<file path="src/rtl/video_stream_pkg.sv">
// Shared types and constants for the Avalon-ST video test-pattern source
// and the stream filters that consume its frames.
package video_stream_pkg;

  typedef enum logic [1:0] {
    PAT_RAMP    = 2'd0,
    PAT_CONST   = 2'd1,
    PAT_CHECKER = 2'd2,
    PAT_HGRAD   = 2'd3
  } pattern_e;

  typedef enum logic [1:0] {
    ST_IDLE   = 2'd0,
    ST_HEADER = 2'd1,
    ST_PIXELS = 2'd2,
    ST_GAP    = 2'd3
  } src_state_e;

  localparam logic [7:0] DEFAULT_HEADER_WORD = 8'h00;

  // Counter width able to hold 0..n-1, never narrower than one bit.
  function automatic int unsigned cnt_width(input int unsigned n);
    return (n > 32'd1) ? $clog2(n) : 32'd1;
  endfunction

endpackage

</file>
<file path="src/rtl/test_pattern_pixel.sv">
// Combinational pixel generator: maps a pixel coordinate and the latched
// pattern selection to the 8-bit pixel value, truncated mod 256.
module test_pattern_pixel
  import video_stream_pkg::*;
#(
  parameter int WIDTH = 4,
  parameter int XW    = 2,
  parameter int YW    = 2
) (
  input  logic [XW-1:0] x_i,
  input  logic [YW-1:0] y_i,
  input  pattern_e      mode_i,
  input  logic [7:0]    const_i,
  output logic [7:0]    pixel_o
);

  logic [7:0] ramp_s;
  logic [7:0] checker_s;
  logic [7:0] hgrad_s;

  assign ramp_s    = 8'(32'(y_i) * 32'(WIDTH) + 32'(x_i) + 32'd1);
  assign checker_s = (x_i[0] ^ y_i[0]) ? 8'hFF : 8'h00;
  assign hgrad_s   = 8'(32'(x_i));

  // Pattern select
  always_comb begin
    pixel_o = 8'h00;
    case (mode_i)
      PAT_RAMP:    pixel_o = ramp_s;
      PAT_CONST:   pixel_o = const_i;
      PAT_CHECKER: pixel_o = checker_s;
      PAT_HGRAD:   pixel_o = hgrad_s;
      default:     pixel_o = ramp_s;
    endcase
  end

endmodule

</file>
<file path="src/rtl/video_pattern_source.sv">
// Avalon-ST video packet transmitter: one SOP header beat followed by
// WIDTH*HEIGHT row-major pixels per frame, honouring ready with latency 0.
module video_pattern_source
  import video_stream_pkg::*;
#(
  parameter int         WIDTH       = 4,
  parameter int         HEIGHT      = 4,
  parameter int         GAP_CYCLES  = 2,
  parameter logic [7:0] HEADER_WORD = DEFAULT_HEADER_WORD
) (
  input  logic        clk,
  input  logic        reset,
  input  logic        start,
  input  logic        continuous,
  input  logic [1:0]  mode,
  input  logic [7:0]  const_value,
  output logic [7:0]  data_out,
  output logic        startofpacket_out,
  output logic        endofpacket_out,
  output logic        valid_out,
  input  logic        ready_in,
  output logic        busy,
  output logic        frame_done,
  output logic [15:0] frames_sent
);

  localparam int XW = int'(cnt_width(WIDTH));
  localparam int YW = int'(cnt_width(HEIGHT));
  localparam int GW = int'(cnt_width(GAP_CYCLES));

  localparam logic [XW-1:0] X_LAST = XW'(WIDTH - 1);
  localparam logic [YW-1:0] Y_LAST = YW'(HEIGHT - 1);
  localparam logic [GW-1:0] G_LAST = GW'((GAP_CYCLES > 0) ? GAP_CYCLES - 1 : 0);
  localparam logic [XW-1:0] X_ONE  = XW'(1);
  localparam logic [YW-1:0] Y_ONE  = YW'(1);
  localparam logic [GW-1:0] G_ONE  = GW'(1);

  src_state_e    state_q, state_d;
  logic [XW-1:0] x_q, x_d;
  logic [YW-1:0] y_q, y_d;
  logic [GW-1:0] gap_q, gap_d;
  pattern_e      mode_q, mode_d;
  logic [7:0]    const_q, const_d;
  logic          latch_s;

  logic [7:0]    data_q, data_d;
  logic          sop_q, sop_d;
  logic          eop_q, eop_d;
  logic          valid_q, valid_d;
  logic          done_q, done_d;
  logic [15:0]   frames_q, frames_d;

  logic          accept_s;
  logic          last_pix_s;
  logic [7:0]    pixel_s;

  assign accept_s   = valid_q && ready_in;
  assign last_pix_s = (x_q == X_LAST) && (y_q == Y_LAST);

  // FSM state, coordinate counters and per-frame pattern latch
  always_ff @(posedge clk or negedge reset) begin
    if (!reset) begin
      state_q <= ST_IDLE;
      x_q     <= '0;
      y_q     <= '0;
      gap_q   <= '0;
      mode_q  <= PAT_RAMP;
      const_q <= 8'h00;
    end else begin
      state_q <= state_d;
      x_q     <= x_d;
      y_q     <= y_d;
      gap_q   <= gap_d;
      mode_q  <= mode_d;
      const_q <= const_d;
    end
  end

  // Next-state logic; every transition into HEADER also latches the pattern
  always_comb begin
    state_d = state_q;
    x_d     = x_q;
    y_d     = y_q;
    gap_d   = gap_q;
    latch_s = 1'b0;
    case (state_q)
      ST_IDLE: begin
        if (start || continuous) begin
          state_d = ST_HEADER;
          latch_s = 1'b1;
        end else begin
          state_d = ST_IDLE;
        end
      end
      ST_HEADER: begin
        if (accept_s) begin
          state_d = ST_PIXELS;
          x_d     = '0;
          y_d     = '0;
        end else begin
          state_d = ST_HEADER;
        end
      end
      ST_PIXELS: begin
        if (accept_s && last_pix_s) begin
          // Without a gap the restart decision is taken on the EOP accept
          if (GAP_CYCLES != 0) begin
            state_d = ST_GAP;
            gap_d   = '0;
          end else if (continuous) begin
            state_d = ST_HEADER;
            latch_s = 1'b1;
          end else begin
            state_d = ST_IDLE;
          end
        end else if (accept_s) begin
          if (x_q == X_LAST) begin
            x_d = '0;
            y_d = y_q + Y_ONE;
          end else begin
            x_d = x_q + X_ONE;
          end
        end else begin
          state_d = ST_PIXELS;
        end
      end
      ST_GAP: begin
        if (gap_q == G_LAST) begin
          if (continuous) begin
            state_d = ST_HEADER;
            latch_s = 1'b1;
          end else begin
            state_d = ST_IDLE;
          end
        end else begin
          gap_d = gap_q + G_ONE;
        end
      end
      default: begin
        state_d = ST_IDLE;
      end
    endcase

    if (latch_s) begin
      mode_d  = pattern_e'(mode);
      const_d = const_value;
    end else begin
      mode_d  = mode_q;
      const_d = const_q;
    end
  end

  test_pattern_pixel #(
    .WIDTH (WIDTH),
    .XW    (XW),
    .YW    (YW)
  ) u_pixel (
    .x_i     (x_d),
    .y_i     (y_d),
    .mode_i  (mode_d),
    .const_i (const_d),
    .pixel_o (pixel_s)
  );

  // Output decode from the next state so every output leaves a flop
  always_comb begin
    valid_d = (state_d == ST_HEADER) || (state_d == ST_PIXELS);
    sop_d   = (state_d == ST_HEADER);
    eop_d   = (state_d == ST_PIXELS) && (x_d == X_LAST) && (y_d == Y_LAST);
    data_d  = 8'h00;
    case (state_d)
      ST_HEADER: data_d = HEADER_WORD;
      ST_PIXELS: data_d = pixel_s;
      default:   data_d = 8'h00;
    endcase
    done_d = accept_s && eop_q;
    if (done_d) begin
      frames_d = frames_q + 16'd1;
    end else begin
      frames_d = frames_q;
    end
  end

  // Output register
  always_ff @(posedge clk or negedge reset) begin
    if (!reset) begin
      data_q   <= 8'h00;
      sop_q    <= 1'b0;
      eop_q    <= 1'b0;
      valid_q  <= 1'b0;
      done_q   <= 1'b0;
      frames_q <= 16'd0;
    end else begin
      data_q   <= data_d;
      sop_q    <= sop_d;
      eop_q    <= eop_d;
      valid_q  <= valid_d;
      done_q   <= done_d;
      frames_q <= frames_d;
    end
  end

  assign data_out          = data_q;
  assign startofpacket_out = sop_q;
  assign endofpacket_out   = eop_q;
  assign valid_out         = valid_q;
  assign busy              = valid_q;
  assign frame_done        = done_q;
  assign frames_sent       = frames_q;

endmodule

</file>
<file path="config.mk">
export PLATFORM = sky130hd
export DESIGN_NAME = video_pattern_source
export DESIGN_NICKNAME = d
export VERILOG_FILES = /design/src/rtl/video_stream_pkg.sv /design/src/rtl/test_pattern_pixel.sv /design/src/rtl/video_pattern_source.sv
export SDC_FILE = /design/constraint.sdc
export NUM_CORES = 1
export LEC_CHECK = 0
export CORE_MARGIN = 1.5
export CORE_UTILIZATION = 41
export CTS_CLUSTER_SIZE = 40
export DETAILED_ROUTE_END_ITERATION = 8
export PLACE_DENSITY = 0.7
export REMOVE_ABC_BUFFERS = 1
export SLEW_MARGIN = 20
export SYNTH_ARGS = -nofsm -noshare
export SYNTH_HDL_FRONTEND = slang
export SYNTH_HIERARCHICAL = 1
export SYNTH_SLANG_ARGS = --single-unit
export TNS_END_PERCENT = 100
</file>
<file path="constraint.sdc">
create_clock -name clk -period 3.1 [get_ports clk]
set_input_delay 0.31 -clock clk [delete_from_list [all_inputs] [get_ports clk]]
set_output_delay 0.31 -clock clk [all_outputs]
set_load 0.005 [all_outputs]
</file>
# == Word-level counts from Yosys, hierarchy flattened ==
# Index checks and enable logic that the tools add are counted.
# totals
wordCells,73
reg_bits,45
out_inout_bits,29
input_bits,15
# op_classes
eq_ne,13
mux,29
n_reduce_logical,12
bitwise_logic,1
addsub,6
# op_table
operator,n
case mux 8 bit (4 select lines),1
two-way mux 2 bit,13
two-way mux 8 bit,3
== test 2 bit (second input constant),9
adder 16 x 1 -> 16 bit (second input constant),1
adder 8 x 1 -> 8 bit (second input constant),1
case mux 2 bit (2 select lines),2
case mux 2 bit (4 select lines),1
two-way mux 1 bit,7
== test 2 x 1 -> 1 bit (second input constant),3
logical AND 1 bit,6
adder 4 x 2 -> 5 bit,1
adder 2 x 1 -> 2 bit (second input constant),2
zero test 2 bit,2
case mux 1 bit (2 select lines),2
logical OR 1 bit,2
inequality test 2 bit (second input constant),1
AND reduction 2 bit,1
nonzero test 2 bit,1
adder 1 bit (second input constant),1
XOR 1 bit,1

# == Depth between registers and ports, before layout ==
# Gate-level depths: netlist of run 1.
# logic_depth
depth_word,9
depth_mapped,13
ltp_nobuf,11

# == Modules after synthesis ==
# The synthesis of run 1 kept the hierarchy.
# by_module_without_submodules
module,cells_per_inst,area_each_um2,seq_area_each_um2,instances
video_pattern_source,179,2139.6,1126.1,1
test_pattern_pixel,31,226.5,0.0,1

# == Least setup slack after synthesis of run 1 ==
# OpenSTA, ideal clock, no wires.
# synth_path
kind,reg2reg
startpoint,reg state_q[0]
endpoint,reg eop_q (netlist: endofpacket_out)
period_less_slack_ns,2.438
n_path_buf,2
path_slack_ns,0.662
required_ns,2.980
setup_ns,0.120
arrival_time_ns,2.318
path_stages_with_launch,14
cell_sequence,dfrtp_1 -> inv_1 -> ha_1 -> clkbuf_1 -> nand3_1 -> a21oi_1 -> a311oi_2 -> a21o_1 -> ha_1 -> clkbuf_1 -> nand3_1 -> a21oi_1 -> a311o_1 -> and4_1
# synth_via
elab_chain_len,6
# synth_rtl
item,line_no,rtl
start: declaration,video_pattern_source.sv:38,"src_state_e state_q, state_d;"
start signal: assignment,video_pattern_source.sv:70,state_q <= state_d;
two-way mux 2 bit,video_pattern_source.sv:116,end else if (accept_s) begin
two-way mux 2 bit,video_pattern_source.sv:105,if (accept_s && last_pix_s) begin
case mux 2 bit (4 select lines),video_pattern_source.sv:86,case (state_q)
== test 2 bit,video_pattern_source.sv:169,eop_d = (state_d == ST_PIXELS) && (x_d == X_LAST) && (y_d == Y_LAST);
logical AND 1 bit,video_pattern_source.sv:169,
logical AND 1 bit (*),video_pattern_source.sv:169,
net eop_d,video_pattern_source.sv:48,"logic eop_q, eop_d;"
end signal: assignment,video_pattern_source.sv:196,eop_q <= eop_d;
end: declaration,video_pattern_source.sv:48,
# Mark *: on every way through the listed nets, which the timed path passes. The rest lies on a longest branch.
# A chain may end at the register's enable or synchronous reset.

# == Worst setup path in the final report of run 1 ==
# layout_path
startpoint,reg state_q[0]
endpoint,reg data_q[1] (netlist: data_out[1])
# layout_via
elab_chain_len,6
# layout_rtl
item,line_no,rtl
== test 2 bit or == test 2 x 1 -> 1 bit (tied branches),video_pattern_source.sv:86,
case mux 2 bit (2 select lines) (*),video_pattern_source.sv:86,
net x_d[1],video_pattern_source.sv:39,"logic [XW-1:0] x_q, x_d;"
adder 4 x 2 -> 5 bit,test_pattern_pixel.sv:21,assign ramp_s = 8'(32'(y_i) * 32'(WIDTH) + 32'(x_i) + 32'd1);
adder 8 x 1 -> 8 bit,test_pattern_pixel.sv:21,
case mux 8 bit (4 select lines) (*),test_pattern_pixel.sv:28,case (mode_i)
net pixel_s[1],video_pattern_source.sv:55,logic [7:0] pixel_s;
two-way mux 8 bit (*),video_pattern_source.sv:171,case (state_d)
net data_d[1],video_pattern_source.sv:46,"logic [7:0] data_q, data_d;"
end signal: assignment,video_pattern_source.sv:194,data_q <= data_d;
end: declaration,video_pattern_source.sv:46,
# Marked as above.

==> metrics.txt, run 1 <==
pwr dens=733.7 nW/µm²; P_leak=1.364 nW; power share of the clock group=24.9%; yosys warns=6; WP data required=3.30 ns; multi-input logic area=about 1100 µm²; post-route cell area=2967 µm²; Sw Ratio=34.59%; xor/xnor cell area share of the yosys netlist=6.663%; Seq/Total Area, Yosys=47.59%; main combinational cell family by area after synthesis=simple AND/OR/NAND/NOR gates; Core ar.=5540 µm²; CP Max Fanout=7; worst r2r dst=data_out[1]; Fill cells=480; Die W=78.97 µm; reg2reg path depth=8; Vias=1730; crit-path cells=inv_1, ha_1, nand2_1, o31ai_1, a22o_1, ha_1, mux4_2, and2_1; Final #Nets=between 200 and 300; gp weighted congestion=0.9207; Comb pwr share=between 30% and 40%; internal power component=1.424 mW; max_cap viols=0; drt wl/cell=14.28 µm; Final period util=85.90%; Setup Fix Bufs, Post-CTS=0; Synth Register Bits=45; post-synth top area cell=dfrtp_1; vias per std cell=~5.3; status=finished with violations; post-synthesis adder-cell area fraction=6.346%; # IOs=44; CP Launch Type=register; DR iter-0 viols=59; HP Class=in -> async; critical path capture point type=register; largest net degree at the start of global routing=46; failing checks=negative hold slack; final hold vios=18; DP HPWL=3.296 mm; Switch Pwr=0.7529 mW; Area Overhead vs Synth=25.38%; CTS clock-pin slew for the worst setup and hold paths=approximately 0.090 ns; worst hold slack=-0.007315 ns; Total Wirelength=roughly 4.7 mm; transition time of the tightest slew-check pin=0.5532 ns; clock buffer depth=2; Clock Sinks=45; Yosys cell types=50; Synth Flop Type=dfrtp_1; antenna-violating nets left=0; post_cts resized=0; TritonRoute pass-1 iters=8; Total GRT Usage=16.33%; reg2reg setup slack=~0.44 ns; Area contributors post-synth=dfrtp_1 (48%), ha_1 (6.3%), mux2_1 (5.2%); WS Path Type=reg -> reg; layout cells sized above 1=under 10%; clock skew=0.006649 ns; clock buffer count from CTS=5; synthesized netlist cell count=210; FFs w/ async S/R, synth=100.0%; Max-slew headroom=63.12%; grt total ovfl=0; Starting Density=between 40% and 50%; Yosys top cell area share=a little under half; family with the most delay on the worst path=adder cells; area post-placement=2826 µm²; H-tree levels=2; simple-gate share of the synthesized area=between 15 and 20%; CP max stage delay=about 0.5 ns; hold_buf cts=0; input/output buffers=43; area taken by flip-flops and latches=between 1000 and 1500 µm²; antenna diode count=0; vias in the first global route=about 1700; setup TNS=0 ns; Critical-path top delay cell=ha_1; syn avg cell area=approximately 11 µm²; initial antenna violation count=0; endpoints failing setup=0; launching point of the worst reg2reg path=state_q[0]; fmax=roughly 0.38 GHz; crit path DAT=2.86 ns; number of synthesized flops with an enable pin=0; die area=approximately 6200 µm²; Max IR drop VDD=0.4100 mV; RSZ-0062 raised after global routing=false; final worst path period need=2.663 ns; CTS tree=done; Worst-Skew Late Latency=0.30 ns; Clock Tree Root=clkbuf_8; Die Ht=78.97 µm; first-pass GRT wire length=around 7.9 mm; Buf+Inv Stages, Crit Path=1; critical path's most frequent cell=ha_1; DRC=0; num rows=27; cell area after synthesis=2366 µm²; Pins Over Slew Limit=0; share of power burned in registers=35.4%; post-synthesis mux area share=6.610%; Synth Area in Compound Gates=10.68%
[worst register-to-register path, cell delays in order (launching register included)]
cell and delay [ns]:
dfrtp_1 0.43, inv_1 0.12, ha_1 0.50, nand2_1 0.13, o31ai_1 0.28, a22o_1 0.27
ha_1 0.25, mux4_2 0.44, and2_1 0.15
[how the worst max path moves through the flow]
stage	from	to	cells after the start	slack, ns
final	state_q[0]	data_out[1]	8	0.44
after detailed placement	ready_in	endofpacket_out	10	0.31
after global routing	state_q[0]	endofpacket_out	10	0.28
after floorplan	state_q[0]	data_out[1]	8	0.71
after global placement	ready_in	endofpacket_out	10	0.41
after CTS	state_q[0]	data_out[1]	8	0.47
[power by group through the flow]
stage                     combinational [mW]  sequential (mW)  clock, mW
final                                  0.866            0.769      0.541
after detailed placement               0.865            0.781          0
after floorplan                        0.617            0.769          0
after global routing                   0.969            0.786      0.574
after global placement                 0.852            0.776          0
after CTS                              0.873            0.769      0.548
[cell type report]
class                           count  share of cell area (%)
Timing Repair Buffer               45                   14.93
Inverter                            9                   1.139
Tap cell                           72                   3.037
Clock inverter                      3                   2.320
Multi-Input combinational cell    148                   38.30
Clock buffer                        5                   2.320
Sequential cell                    45                   37.96
[state kept, by name, summed over array words and instances (netlist names), 2 cells and up]
signal / cells
state_q: 2
const_q: 8
mode_q: 2
y_q: 2
frames_sent: 16
x_q: 2
data_out: 8
[cells in the mapped netlist (4+ instances only)]
library cell,instances
dfrtp_1,45
nand2_1,20
ha_1,12
nand3_1,12
mux2_1,11
xor2_1,10
and2_1,9
inv_1,8
xnor2_1,8
a21oi_1,6
nor2_1,6
nor4_1,5
nor2b_1,4
o21ai_1,4
[per-stage QoR]
| step | setup WS [ns] | power [mW] | cells | utilization [%] |
|---|---|---|---|---|
| after global routing | 0.2780 | 2.330 | 327 | 53.55 |
| after global placement | 0.4087 | 1.628 | 319 | 51.02 |
| after floorplan | 0.7057 | 1.386 | 202 | - |
| after detailed placement | 0.3106 | 1.646 | 319 | 51.02 |
| final | 0.4371 | 2.177 | 327 | 53.55 |
| after CTS | 0.4687 | 2.190 | 327 | 53.50 |
[cell families after synthesis]
| kind of cell | Yosys count |
|---|---|
| fa+ha+maj | 12 |
| simple gates | 72 |
| mux | 13 |
| compound gates | 33 |
| xor+xnor | 18 |
| flops | 45 |
| buf+inv | 17 |
[routing by layer]
layer	vias up	global-route usage (%)	wire (µm)
met2	55	26.32	2148
met4	0	5.263	73
met5	-	0	0
met3	8	3.218	222
li1	824	-	-
met1	843	22.05	2225
[placed cells by master (no fill, tap or decap), drive strengths merged, types with 4 or more instances in the layout]
cell type      synthesis  routed
inv                    9      10
a22oi                  4       4
nor4                   6       6
nor2b                  4       4
and2                  10      10
xnor2                  8       8
xor2                  10      10
mux2                  11      11
dfrtp                 45      45
clkbuf                 3       5
nand3                 12      12
a21oi                  6       6
ha                    12      12
o21ai                  6       6
a211o                  4       4
nand2                 21      21
clkdlybuf4s50          0      42
nor2                   7       7
No activity file was read; power rests on OpenSTA's default activity.
==> run 2: changes to the inputs <==
--- a/config.mk
+++ b/config.mk
@@ -7,11 +7,9 @@
 export LEC_CHECK = 0
 export CORE_MARGIN = 1.5
 export CORE_UTILIZATION = 41
-export CTS_CLUSTER_SIZE = 40
 export DETAILED_ROUTE_END_ITERATION = 8
 export PLACE_DENSITY = 0.7
 export REMOVE_ABC_BUFFERS = 1
-export SLEW_MARGIN = 20
 export SYNTH_ARGS = -nofsm -noshare
 export SYNTH_HDL_FRONTEND = slang
 export SYNTH_HIERARCHICAL = 1
==> metrics.txt, run 2 (synthesis results as in run 1) <==
CP Max Fanout=7 (unchanged); antenna-violating nets left=0 (unchanged); vias in the first global route=1659 (unchanged); Pins Over Slew Limit=0 (unchanged); DP HPWL=3.296 mm (unchanged); Core ar.=5540 µm² (unchanged); Area Overhead vs Synth=25.28% (was 25.38%); clock skew=0.005206 ns (was 0.006649 ns); initial antenna violation count=0 (unchanged); Worst-Skew Late Latency=0.30 ns (about the same); power share of the clock group=24.8% (was 24.9%); # IOs=44 (unchanged); CTS clock-pin slew for the worst setup and hold paths=0.09 ns (about the same); DR iter-0 viols=66 (was 59); setup TNS=0 ns (unchanged); gp weighted congestion=0.9207 (unchanged); Final #Nets=281 (unchanged); clock buffer depth=2 (unchanged); family with the most delay on the worst path=adder cells (unchanged); fmax=0.3784 GHz (was 0.3755 GHz); vias per std cell=5.269 (was 5.291); area post-placement=2826 µm² (unchanged); die area=6235 µm² (unchanged); critical path capture point type=register (unchanged); Clock Sinks=45 (unchanged); drt wl/cell=14.17 µm (was 14.28 µm); Vias=1723 (was 1730); P_leak=1.364 nW (about the same); Die W=78.97 µm (unchanged); internal power component=1.423 mW (was 1.424 mW); num rows=27 (unchanged); clock buffer count from CTS=5 (unchanged); Total GRT Usage=16.33% (unchanged); pwr dens=732.0 nW/µm² (was 733.7 nW/µm²); grt total ovfl=0 (unchanged); status=complete, no violations (was finished with violations); Setup Fix Bufs, Post-CTS=0 (unchanged); endpoints failing setup=0 (unchanged); RSZ-0062 raised after global routing=false (unchanged); Comb pwr share=39.8% (about the same); share of power burned in registers=35.5% (was 35.4%); DRC=0 (unchanged); CP Launch Type=register (unchanged); transition time of the tightest slew-check pin=0.9777 ns (was 0.5532 ns); CP max stage delay=0.50 ns (about the same); Max IR drop VDD=0.4051 mV (was 0.4100 mV); Final period util=85.24% (was 85.90%); layout cells sized above 1=9.804% (unchanged); Max-slew headroom=34.82% (was 63.12%); antenna diode count=0 (unchanged); worst hold slack=0.1638 ns (was -0.007315 ns); Buf+Inv Stages, Crit Path=1 (unchanged); crit path DAT=2.84 ns (was 2.86 ns); CTS tree=done (unchanged); Die Ht=78.97 µm (unchanged); post-route cell area=2964 µm² (was 2967 µm²); Starting Density=42.71% (unchanged); WP data required=3.29 ns (was 3.30 ns); critical path's most frequent cell=ha_1 (unchanged); crit-path cells=inv_1, ha_1, nand2_1, o31ai_1, a22o_1, ha_1, mux4_2, and2_1 (unchanged); Clock Tree Root=clkbuf_8 (unchanged); Switch Pwr=0.7464 mW (was 0.7529 mW); max_cap viols=0 (unchanged); most frequent cells in the layout=dfrtp_1 (45), clkdlybuf4s50_1 (42), nand2_1 (20) (unchanged); final hold vios=0 (was 18); Non-Filler Instances=327 (unchanged); first-pass GRT wire length=7.948 mm (unchanged); Sw Ratio=34.40% (was 34.59%); Critical-path top delay cell=ha_1 (unchanged); input/output buffers=43 (unchanged); TritonRoute pass-1 iters=4 (was 8); H-tree levels=2 (unchanged); Total Wirelength=4.635 mm (was 4.670 mm); largest net degree at the start of global routing=46 (unchanged); WS Path Type=reg -> reg (unchanged); Cells after DPL=319 (unchanged); commonest non-fill, non-tap cell in the layout=dfrtp_1 (unchanged); final worst path period need=2.643 ns (was 2.663 ns); HP Class=in -> async (unchanged); max reg flops=16 (unchanged); hold_buf cts=0 (unchanged); post_cts resized=0 (unchanged); total design power=2.170 mW (was 2.177 mW)
run 2: final timing paths:
kind                                       from         endpoint  slack (ns)  cells past startpoint
max in group asynchronous                 reset      data_out[0]        2.33                      1
worst max register to register       state_q[0]      data_out[1]        0.46                      8
worst max-delay path                 state_q[0]      data_out[1]        0.46                      8
worst min register to register  frames_sent[15]  frames_sent[15]        0.48                      1
worst min-delay path                      reset   frames_sent[9]        0.16                      1
min in group clk                frames_sent[15]  frames_sent[15]        0.48                      1
run 2: power by group through the flow:
stage,clock network [mW],registers (mW),logic [mW]
2_1_floorplan,0,0.769,0.617
3_3_place_gp,0,0.776,0.852
3_5_place_dp,0,0.781,0.865
4_1_cts,0.548,0.769,0.873
5_1_grt,0.574,0.786,0.969
6_report,0.537,0.769,0.863
run 2: worst reg2reg max path, stage by stage (launching register included):
cell and delay, ns:
dfrtp_1 0.43, inv_1 0.12, ha_1 0.50, nand2_1 0.13, o31ai_1 0.26, a22o_1 0.27, ha_1 0.25, mux4_2 0.43
and2_1 0.15
run 2: area by class of cell:
class	count	area [µm²]
clock buffers	5	68.82
well taps	72	90.09
clock inverters	3	68.82
flip-flops and latches	45	1126
repair buffers	45	440.4
fillers	479	2576
inverters	9	33.78
multi-input cells	148	1136
run 2: stage by stage:
step / util (%) / worst slack, ns
after CTS: 53.50 / 0.4687
after floorplan: - / 0.7057
final: 53.50 / 0.4575
after detailed placement: 51.02 / 0.3106
after global routing: 53.50 / 0.2780
after global placement: 51.02 / 0.4087
run 2: metal layers:
layer  vias to the layer above  wire length, µm  GRT usage (%)
met5                         -                0              0
met4                         0              112          5.263
met3                        14              220          3.218
met2                        55             2102          26.32
met1                       827             2201          22.05
li1                        827                -              -
==> run 3: changes to the inputs <==
--- a/config.mk
+++ b/config.mk
@@ -9,7 +9,6 @@
 export CORE_UTILIZATION = 41
 export DETAILED_ROUTE_END_ITERATION = 8
 export PLACE_DENSITY = 0.7
-export REMOVE_ABC_BUFFERS = 1
 export SYNTH_ARGS = -nofsm -noshare
 export SYNTH_HDL_FRONTEND = slang
 export SYNTH_HIERARCHICAL = 1
==> metrics.txt, run 3 (synthesis results as in run 1) <==
status=complete, no violations (unchanged); Max-slew headroom=35.99% (was 34.82%); Total GRT Usage=15.27% (was 16.33%); clock buffer depth=2 (unchanged); fin worst setup slack=0.4208 ns (was 0.4575 ns); P_leak=1.333 nW (was 1.364 nW); Final period util=86.43% (was 85.24%); Die W=78.97 µm (unchanged); crit path DAT=2.86 ns (was 2.84 ns); input/output buffers=43 (unchanged); Switch Pwr=0.7245 mW (was 0.7464 mW); clock skew=0.007392 ns (was 0.005206 ns); post-route cell area=2910 µm² (was 2964 µm²); pwr dens=681.8 nW/µm² (was 732.0 nW/µm²); Clock Sinks=45 (unchanged); final hold vios=0 (unchanged); commonest non-fill, non-tap cell in the layout=dfrtp_1 (unchanged); num rows=27 (unchanged); CP max stage delay=0.50 ns (about the same); vias per std cell=5.183 (was 5.269); gp weighted congestion=0.8675 (was 0.9207); Critical-path top delay cell=ha_1 (unchanged); H-tree levels=2 (unchanged); die area=6235 µm² (unchanged); Vias=1695 (was 1723); Sw Ratio=36.52% (was 34.40%); Max IR drop VDD=0.4103 mV (was 0.4051 mV); Pins Over Slew Limit=0 (unchanged); TritonRoute pass-1 iters=4 (unchanged); DRC=0 (unchanged); RSZ-0062 raised after global routing=false (unchanged); most frequent cells in the layout=dfrtp_1 (45), clkdlybuf4s50_1 (42), nand2_1 (20) (unchanged); grt total ovfl=0 (unchanged); initial antenna violation count=0 (unchanged); synthesized net count=237; # IOs=44 (unchanged); critical path capture point type=register (unchanged); fmax=0.3732 GHz (was 0.3784 GHz); WP data required=3.29 ns (about the same); antenna diode count=0 (unchanged); Comb pwr share=44.0% (was 39.8%); Final #Nets=281 (unchanged); max_cap viols=0 (unchanged); endpoints failing setup=0 (unchanged); family with the most delay on the worst path=adder cells (unchanged); area post-placement=2826 µm² (unchanged); Area Overhead vs Synth=23.00% (was 25.28%); WS Path Type=reg -> reg (unchanged); hold_buf cts=0 (unchanged); Fill cells=490 (was 479); final worst path period need=2.679 ns (was 2.643 ns); transition time of the tightest slew-check pin=0.9601 ns (was 0.9777 ns); largest net degree at the start of global routing=46 (unchanged); crit-path cells=inv_1, ha_1, nand2_1, nor4b_1, a211o_2, ha_1, mux4_2, and2_1 (was inv_1, ha_1, nand2_1, o31ai_1, a22o_1, ha_1, mux4_2, and2_1); CP Launch Type=register (unchanged); HP Class=in -> async (unchanged); CTS clock-pin slew for the worst setup and hold paths=0.08 ns (was 0.09 ns); Cells after DPL=319 (unchanged); Total Wirelength=4.402 mm (was 4.635 mm); DR iter-0 viols=88 (was 66); Buf+Inv Stages, Crit Path=1 (unchanged); Clock Tree Root=clkbuf_8 (unchanged); Non-Filler Instances=327 (unchanged); vias in the first global route=1676 (was 1659); antenna-violating nets left=0 (unchanged); clock buffer count from CTS=5 (unchanged); internal power component=1.260 mW (was 1.423 mW); critical path's most frequent cell=ha_1 (unchanged); Worst-Skew Late Latency=0.29 ns (was 0.30 ns); power share of the clock group=17.4% (was 24.8%); Core ar.=5540 µm² (unchanged); pre-CTS WS=0.4269 ns (was 0.3106 ns); Die Ht=78.97 µm (unchanged); DP HPWL=3.338 mm (was 3.296 mm); CP Max Fanout=8 (was 7); Setup Fix Bufs, Post-CTS=0 (unchanged); setup TNS=0 ns (unchanged); max reg flops=16 (unchanged); share of power burned in registers=38.6% (was 35.5%); layout cells sized above 1=9.020% (was 9.804%); drt wl/cell=13.46 µm (was 14.17 µm); post_cts resized=0 (unchanged); CTS tree=done (unchanged); first-pass GRT wire length=7.534 mm (was 7.948 mm); Starting Density=42.71% (unchanged)
==> run 3: metal layers <==
layer | share of wire (%) | vias up | routed length, µm | track usage, %
li1 | - | 827 | - | -
met2 | 49 | 47 | 2143 | 24.87
met5 | 0 | - | 0 | 0
met1 | 46 | 816 | 2019 | 20.21
met4 | 0.82 | 0 | 36 | 5.088
met3 | 4.6 | 5 | 202 | 3.218
==> run 3: layout make-up <==
class	count	area, µm²	share of cell area (%)
multi-input cells	148	1136	39.04
flip-flops and latches	45	1126	38.69
repair buffers	45	440.4	15.13
well taps	72	90.09	3.095
clock buffers	7	76.32	2.623
inverters	9	33.78	1.161
clock inverters	1	7.507	0.2580
==> run 3: worst reg2reg max path: stages, from the launching register on <==
cell and delay (ns):
dfrtp_1 0.40, inv_1 0.11, ha_1 0.50, nand2_1 0.14
nor4b_1 0.34, a211o_2 0.24, ha_1 0.25, mux4_2 0.45
and2_1 0.14
==> run 3: power by group through the flow <==
stage	combinational, mW	clock (mW)	sequential [mW]
floorplan	0.701	0	0.767
global placement	0.855	0	0.775
detailed placement	0.877	0	0.781
CTS	0.881	0.356	0.768
global route	0.969	0.385	0.785
finish	0.873	0.345	0.766
==> run 3: final timing paths <==
| path | slack [ns] | cells after the start | end | from |
|---|---|---|---|---|
| setup / recovery | 0.42 | 8 | data_out[1] | state_q[0] |
| min in group clk | 0.48 | 1 | frames_sent[15] | frames_sent[15] |
| hold / removal | 0.16 | 1 | gap_q | reset |
| setup reg to reg | 0.42 | 8 | data_out[1] | state_q[0] |
| hold reg to reg | 0.48 | 1 | frames_sent[15] | frames_sent[15] |
| max in group asynchronous | 2.33 | 1 | frames_sent[14] | reset |
==> run 3: stage by stage <==
step           hold WS [ns]  total power [mW]  util [%]
6_report             0.1621             1.984     52.53
5_1_grt              0.2575             2.139     52.53
4_1_cts              0.2053             2.006     52.53
3_5_place_dp         0.4658             1.657     51.02
3_3_place_gp         0.4648             1.630     51.02
2_1_floorplan       0.01441             1.468         -
